### config.mk
export PLATFORM = sky130hd
export DESIGN_NAME = cache_mem_arbiter
export DESIGN_NICKNAME = d
export VERILOG_FILES = /design/src/rtl/cache_mem_arbiter.sv
export SDC_FILE = /design/constraint.sdc
export NUM_CORES = 1
export LEC_CHECK = 0
export ABC_AREA = 1
export CAP_MARGIN = 20
export CORE_ASPECT_RATIO = 1.25
export CORE_MARGIN = 2
export CORE_UTILIZATION = 40
export CTS_CLUSTER_SIZE = 40
export DETAILED_ROUTE_END_ITERATION = 10
export PLACE_DENSITY = 0.93
export SYNTH_ARGS = -nofsm -noshare
export SYNTH_HDL_FRONTEND = slang
export SYNTH_SLANG_ARGS = --single-unit
### constraint.sdc
create_clock -name clk -period 2.8 [get_ports clk]
set_input_delay 0.56 -clock clk [delete_from_list [all_inputs] [get_ports clk]]
set_output_delay 0.56 -clock clk [all_outputs]
set_load 0.03 [all_outputs]
### src/rtl/cache_mem_arbiter.sv
// Shares the main-memory port between I-cache refills and D-cache refills/write-backs.
// One requester owns the port for a whole cache-line burst of LINE_WORDS beats.
module cache_mem_arbiter #(
    parameter int unsigned ADDR_W     = 32,
    parameter int unsigned LINE_WORDS = 8,
    localparam int unsigned BEAT_W    = $clog2(LINE_WORDS)
) (
    input  logic              clk,
    input  logic              rst,
    input  logic              i_req,
    input  logic [ADDR_W-1:0] i_addr,
    output logic              i_rvalid,
    output logic              i_done,
    input  logic              d_req,
    input  logic              d_we,
    input  logic [ADDR_W-1:0] d_addr,
    input  logic [31:0]       d_wdata,
    output logic              d_rvalid,
    output logic              d_done,
    output logic [31:0]       rdata,
    output logic [BEAT_W-1:0] beat,
    output logic              mem_req,
    output logic              mem_we,
    output logic [ADDR_W-1:0] mem_addr,
    output logic [31:0]       mem_wdata,
    input  logic [31:0]       mem_rdata,
    input  logic              mem_ack,
    output logic [31:0]       conflict_cnt
);
    localparam logic [ADDR_W-1:0] LINE_MASK = ~ADDR_W'(LINE_WORDS * 4 - 1);
    localparam logic [BEAT_W-1:0] LAST_BEAT = BEAT_W'(LINE_WORDS - 1);

    typedef enum logic [1:0] {IDLE, BURST, DONE} state_t;

    state_t            state_q, state_n;
    logic              owner_d_q, owner_d_n;  // 1: D-cache owns the burst
    logic              last_d_q, last_d_n;    // 1: last grant went to D
    logic              we_q, we_n;
    logic [ADDR_W-1:0] base_q, base_n;
    logic [BEAT_W-1:0] beat_q, beat_n;
    logic [31:0]       cnt_q, cnt_n;
    logic              pick_d;
    logic              rd_beat;

    // State register
    always_ff @(posedge clk) begin
        if (!rst) begin
            state_q   <= IDLE;
            owner_d_q <= 1'b0;
            last_d_q  <= 1'b0;
            we_q      <= 1'b0;
            base_q    <= '0;
            beat_q    <= '0;
            cnt_q     <= '0;
        end else begin
            state_q   <= state_n;
            owner_d_q <= owner_d_n;
            last_d_q  <= last_d_n;
            we_q      <= we_n;
            base_q    <= base_n;
            beat_q    <= beat_n;
            cnt_q     <= cnt_n;
        end
    end

    // Next-state and output decode
    always_comb begin
        state_n   = state_q;
        owner_d_n = owner_d_q;
        last_d_n  = last_d_q;
        we_n      = we_q;
        base_n    = base_q;
        beat_n    = beat_q;
        cnt_n     = cnt_q;
        pick_d    = 1'b0;
        rd_beat   = 1'b0;
        mem_req   = 1'b0;
        mem_we    = 1'b0;
        mem_addr  = '0;
        mem_wdata = '0;
        i_rvalid  = 1'b0;
        d_rvalid  = 1'b0;
        rdata     = '0;
        i_done    = 1'b0;
        d_done    = 1'b0;

        case (state_q)
            IDLE: begin
                // On a tie the side that did not win last time gets the line
                pick_d = d_req && (!i_req || !last_d_q);
                if (i_req && d_req && (cnt_q != '1)) begin
                    cnt_n = cnt_q + 32'd1;
                end
                if (i_req || d_req) begin
                    state_n   = BURST;
                    owner_d_n = pick_d;
                    last_d_n  = pick_d;
                    we_n      = pick_d && d_we;
                    base_n    = (pick_d ? d_addr : i_addr) & LINE_MASK;
                    beat_n    = '0;
                end
            end
            BURST: begin
                mem_req   = 1'b1;
                mem_we    = we_q;
                mem_addr  = base_q | (ADDR_W'(beat_q) << 2);
                mem_wdata = we_q ? d_wdata : 32'd0;
                rd_beat   = mem_ack && !we_q;
                i_rvalid  = rd_beat && !owner_d_q;
                d_rvalid  = rd_beat && owner_d_q;
                rdata     = rd_beat ? mem_rdata : 32'd0;
                if (mem_ack) begin
                    if (beat_q == LAST_BEAT) begin
                        state_n = DONE;
                        beat_n  = '0;
                    end else begin
                        beat_n = beat_q + BEAT_W'(1);
                    end
                end
            end
            DONE: begin
                i_done  = !owner_d_q;
                d_done  = owner_d_q;
                state_n = IDLE;
            end
            default: state_n = IDLE;
        endcase
    end

    assign beat         = beat_q;
    assign conflict_cnt = cnt_q;

endmodule

==> impl_results.md <==
* Status: finished, final reports clean
* Number of antenna violations at the first check in global routing at 0
* Dpl cells at between 1000 and 1500
* Global-route wire length before repair at 23800 um
* Clock latency reported for the late side of the worst-skew pair at approximately 0.34 ns
* Min Clock Period, post-route at between 2 and 3 ns
* Most frequent cells in the layout: 195 x nand2_1, 183 x nor2_1, 182 x clkdlybuf4s50_1
* Largest vdd supply drop at roughly 0.00026 V
* Static Leak at around 3.8 nW
* Number of search-and-repair iterations in the first detailed-routing pass at 5
* Clock tree from TritonCTS: built
* Final hold violation count at 0
* Number of sinks on the clock net at 66
* Setup repair bufs after CTS at 0
* Cell with the biggest individual delay on the critical path: clkdlybuf4s50_1
* Setup TNS at 0 ns
* Area fraction in compound gates after synthesis at around 11%
* 1st-iter DRT viols at 222
* CORE AREA at 10500 um2
* Post-Synth Simple-Gate Area at between 40 and 50%
* Initial cell density of the core at roughly 40%
* Register area share after synthesis at 31.0%
* Number of nets in the layout at between 1000 and 1500
* Share of final-layout standard cells stronger than drive strength 1 at 8.18%
* Clock root cell: clkbuf_16
* Yosys cell types at 32
* Final cell utilization of the core at 70.3%
* Clock Path Buffers at 2
* GPL Wtd Cong at 0.949
* Placed wire-length estimate after detailed placement at 12000 um
* Inserted Clock Buffers at 9
* Slew HR at ~53%
* Startpoint-to-endpoint class of the critical path: register to primary output
* Gate count after technology mapping at 750
* Site row count at between 40 and 50
* Number of standard cells in the layout, taps in and fillers out at around 1100
* Count of maximum capacitance violations at 0
* Launch point of the worst path: state_q[0]
* Critical Path Source Type: register
* Worst hold slack at 0.514 ns
* Beginning of the worst hold path: beat[0]
* Peak fanout along the critical path at 24
* Overall routing resource usage at 26.6%
* Top achievable clock speed at 390 MHz
* Combinational family with the most area after synthesis: simple AND/OR/NAND/NOR gates
* Overall overflow remaining after global route at 0
* Vias in the first global route at slightly below 5000
* Vias after detailed routing at between 5000 and 6000
* Final period util at 91.6%
* # resized after CTS at 0
* Power per standard cell area at roughly 420 nW/um2
* Pin count of the biggest net entering global routing at 55
* DRC at 0
* Average wire length per cell after detail routing at around 14 um
* Number of top-level pins at about 270
* Ant diodes at 0
* Post-synthesis share of cell area spent on full adders, half adders and majority gates at less than 1%
* Number of pins with negative max-slew slack in the final report at 0
* FF-to-FF Start: conflict_cnt[0]
* Slack of the worst reg-to-reg path at a little over 0.9 ns
* Floorplan die area at roughly 11000 um2
* I/O Buffers at ~260
* Critical path data required time at roughly 2.2 ns
* Share of cell area taken by muxes after synthesis at 0%
* WL final at ~16000 um
* Critical path's largest stage delay at ~0.71 ns
* Worst Setup Slack post-DPL at between 0.3 and 0.4 ns
* Signal arrival time at the worst endpoint at ~2 ns
* Antenna Nets Post-Route at 0
* Yosys warns at 0
* Quantity of hold-fixing buffers added after cts at 0
* Width of the die at around 96 um
* RSZ-0062 raised after global routing: no
* Slew of the pin with the lowest slew margin at roughly 0.70 ns
* Total number of H-tree levels at 3
* Clock slew seen by the registers of the worst setup and hold paths at around 0.050 ns
* Most common library cell in the layout ignoring fill and taps: nand2_1
* Relative area change from synthesis to final layout at 72.6%
* Crit-path cells: inv_1 > nor2_2 > inv_2 > nor2_1 > clkdlybuf4s50_1
* Total of flip-flops plus latches after synthesis at 66
* Parity-gate share of the synthesized area counting xor and xnor cells at 0.823%
* Classification of the worst-slack hold path: register to register
* Nature of the critical path endpoint: primary output
* Worst clock skew on the final layout at just under 0.005 ns
* Worst setup slack after layout at ~0.23 ns
* Floorplan die height at about 120 um
* Via/cell ratio at ~4.7
* Summed instance area of the synthesized netlist at approximately 4300 um2
* Average footprint of a synthesized cell at about 5.7 um2
* Number of failing setup endpoints in the final timing report at 0
[cells by family (layout without fill, tap and decap cells)]
logic type	after synthesis	in the layout
and+or+nand+nor	435	435
buffers and inverters	156	407
AOI/OAI and AO/OA	85	85
DFF	66	66
xor gates and xnor gates	4	4
adders and majority gates	3	3
other	1	2
[cell usage after synthesis, drive strengths merged]
cell type  instances  area [um2]
nand2            198         761
nor2             194         766
inv              111         417
dfxtp             66        1320
o21ai             37         185
nand3             32         165
a31oi             27         169
clkbuf            23        86.3
a21oi             12        63.8
buf               12        76.3
clkinv            10        37.5
o21bai             7        52.6
nand4              4        25.0
xor2               4        35.0
ha                 3        37.5
nor3               3        15.0
a211oi             2        15.0
nor2b              2        12.5
conb               1        3.75
nor4               1        6.26
or2                1        6.26
[cell type report]
cell class | instances | area [um2]
clock buffers | 12 | 267
clock inverters | 4 | 72.6
fillers | 793 | 3110
inverters | 121 | 454
multi-input cells | 529 | 2330
flip-flops and latches | 66 | 1320
well taps | 132 | 165
repair buffers | 270 | 2740
[routing by layer]
layer  wire length, um  GRT usage [%]  part of all wire [%]
met3              1720           11.1                    11
met4               455           10.8                   2.9
met5                 0              0                     0
met2              7400           42.1                    47
met1              6030           31.3                    39
[flip-flops by register name, indices dropped and copies added (netlist names)]
name          count
we_q              1
conflict_cnt     32
beat              3
state_q           2
last_d_q          1
base_q           27
[path summary, 6_finish.rpt]
kind | to | depth (start not counted)
worst max register to register | conflict_cnt[6] | 9
worst min register to register | beat[0] | 2
worst min-delay path | beat[0] | 2
worst max-delay path | mem_addr[3] | 5
[critical path, delay by kind of cell (launching register included)]
| family | cells | cell delay, ns |
|---|---|---|
| buffers and inverters | 3 | 0.98 |
| AND/OR/NAND/NOR | 2 | 0.29 |
| flip-flops | 1 | 0.39 |
[where the power goes]
group / leakage, nW / internal (W) / total (W) / switching (W)
sequential: 0.541 / 0.000996 / 0.00103 / 0.0000376
combinational: 3.06 / 0.000343 / 0.000746 / 0.000403
clock: 0.165 / 0.000850 / 0.00127 / 0.000420
[stage by stage]
| step | cell area (um2) | power, W |
|---|---|---|
| after detailed placement | 6900 | 0.00180 |
| after floorplan | 4260 | 0.00143 |
| after global routing | 7350 | 0.00318 |
| after CTS | 7240 | 0.00307 |
| after global placement | 6900 | 0.00179 |
| final | 7350 | 0.00305 |
Note: power is estimated with default switching activity, not from simulation.
==> edit (same flow settings) <==
The parameter `LINE_WORDS` goes from 8 to 16.
--- a/src/rtl/cache_mem_arbiter.sv
+++ b/src/rtl/cache_mem_arbiter.sv
@@ -2,7 +2,7 @@
 // One requester owns the port for a whole cache-line burst of LINE_WORDS beats.
 module cache_mem_arbiter #(
     parameter int unsigned ADDR_W     = 32,
-    parameter int unsigned LINE_WORDS = 8,
+    parameter int unsigned LINE_WORDS = 16,
     localparam int unsigned BEAT_W    = $clog2(LINE_WORDS)
 ) (
     input  logic              clk,
Interface: changed (resized beat); port bits go from 271 to 272. The function was not compared with the original's and may differ.
==> edit against the original RTL <==
Wire length fell by 2.2%; maximum frequency is 4.7% lower; setup slack got worse by 0.13 ns; clock skew rose by 0.00089 ns; power grew 5.3%; clock power decreased by 6%; sequential cell count unchanged; synthesized area is 1.5% higher; non-clock buffer count fell by 2; design area fell by 1.7%; largest cell class unchanged.
==> edit: results <==
export IMPL_outcome="complete, no violations"
export IMPL_ys_seq_area_frac=0.306
export IMPL_synthArstFlopShare=0
export IMPL_use_met3=0.0908
export IMPL_cp_arrival_ns=2.13
export IMPL_grt_util_met2=0.429
export IMPL_io_buffers=257
export IMPL_hpwlAfterDp_microns=11800
export IMPL_synth_area_leaders="dfxtp_1 (31%), nand2_1 (16%), nor2_1 (16%), inv_1 (9.8%), nand3_1 (4.4%)"
export IMPL_track_usage=0.254
export IMPL_synth_fa_ha_area_frac=0.00579
export IMPL_drt_iter0_drc=270
export IMPL_fill_cells=881
export IMPL_fmax_mhz=371
export IMPL_ir_worst_vdd_uv=335
export IMPL_firstDrtPassIters=7
export IMPL_gp_congestion=0.943
export IMPL_synth_commonest_cells="nand2_1 (183), nor2_1 (181), inv_1 (113), dfxtp_1 (66), nand3_1 (38)"
export IMPL_worst_pin_slew_ns=0.636
export IMPL_first_global_vias=5118
export IMPL_worstSkewPairLatency_ns=0.32
export IMPL_drive_gt1_frac=0.0950
export IMPL_synthXorXnorAreaFrac=0.00405
export IMPL_clock_skew_ns=0.00580
export IMPL_grt_max_degree=66
export IMPL_yosysUniqueCellTypes=30
export IMPL_leakage_uw=0.00301
export IMPL_synth_compound_area_frac=0.130
export IMPL_p_sw_uw=1020
export IMPL_synth_main_ff_cell="dfxtp_1"
export IMPL_place_ws_ns=0.324
export IMPL_gr_usage_met1=0.305
export IMPL_reg2reg_slack_ns=0.93
export IMPL_final_nets=1132
export IMPL_whs_path_depth=2
export IMPL_post_drt_wl_per_cell_microns=13.5
export IMPL_num_vias=5516
export IMPL_grt_pass1_wl_microns=24500
-- edit: final timing paths --
check                          end            start
setup / recovery      mem_addr[31]       state_q[0]
hold / removal          base_q[20]       base_q[20]
setup reg to reg  conflict_cnt[14]  conflict_cnt[0]
hold reg to reg         base_q[20]       base_q[20]
-- edit: cell families (layout without fill, tap and decap cells) --
family / after synthesis / in the layout
and+or+nand+nor: 433 / 433
buffers and inverters: 156 / 402
AOI/OAI and AO/OA: 93 / 93
DFF: 66 / 66
adders and majority gates: 2 / 2
xor gates and xnor gates: 2 / 2
other: 1 / 2
-- edit: critical path, stage by stage, from the launching register on --
cell             delay (ns)
dfxtp_1                0.48
inv_2                  0.08
nor2_2                 0.13
inv_2                  0.06
buf_12                 0.18
nor2_1                 0.14
clkdlybuf4s50_1        0.70
-- edit: power groups by stage --
| stage | sequential [uW] | clock (uW) | combinational, uW |
|---|---|---|---|
| after CTS | 1060 | 1210 | 958 |
| after detailed placement | 1080 | 0 | 954 |
| after global routing | 1070 | 1250 | 1040 |
| after floorplan | 1090 | 0 | 517 |
| final | 1060 | 1190 | 956 |
| after global placement | 1080 | 0 | 942 |
-- edit: layer usage --
metal	wire, microns	vias to the layer above
li1	-	2793
met1	5970	2436
met2	7490	260
met3	1560	27
met4	248	0
met5	0	-
-- edit: area by class of cell --
type,count,share of cell area
clock buffers,10,0.0317
clock inverters,5,0.0111
inverters,119,0.0618
multi-input cells,532,0.331
flip-flops and latches,66,0.183
well taps,132,0.0229
repair buffers,268,0.359
-- edit: through the flow --
stage / power, uW / util / hold slack (ns) / cell area, sq um / cells
6_report: 3210 / 0.684 / 0.521 / 7220 / 1132
5_1_grt: 3370 / 0.684 / 0.533 / 7220 / 1132
4_1_cts: 3230 / 0.684 / 0.521 / 7220 / 1132
3_5_place_dp: 2040 / 0.655 / 0.513 / 6910 / 1117
3_3_place_gp: 2020 / 0.655 / 0.507 / 6910 / 1117
2_1_floorplan: 1610 / - / 0.481 / 4330 / 754
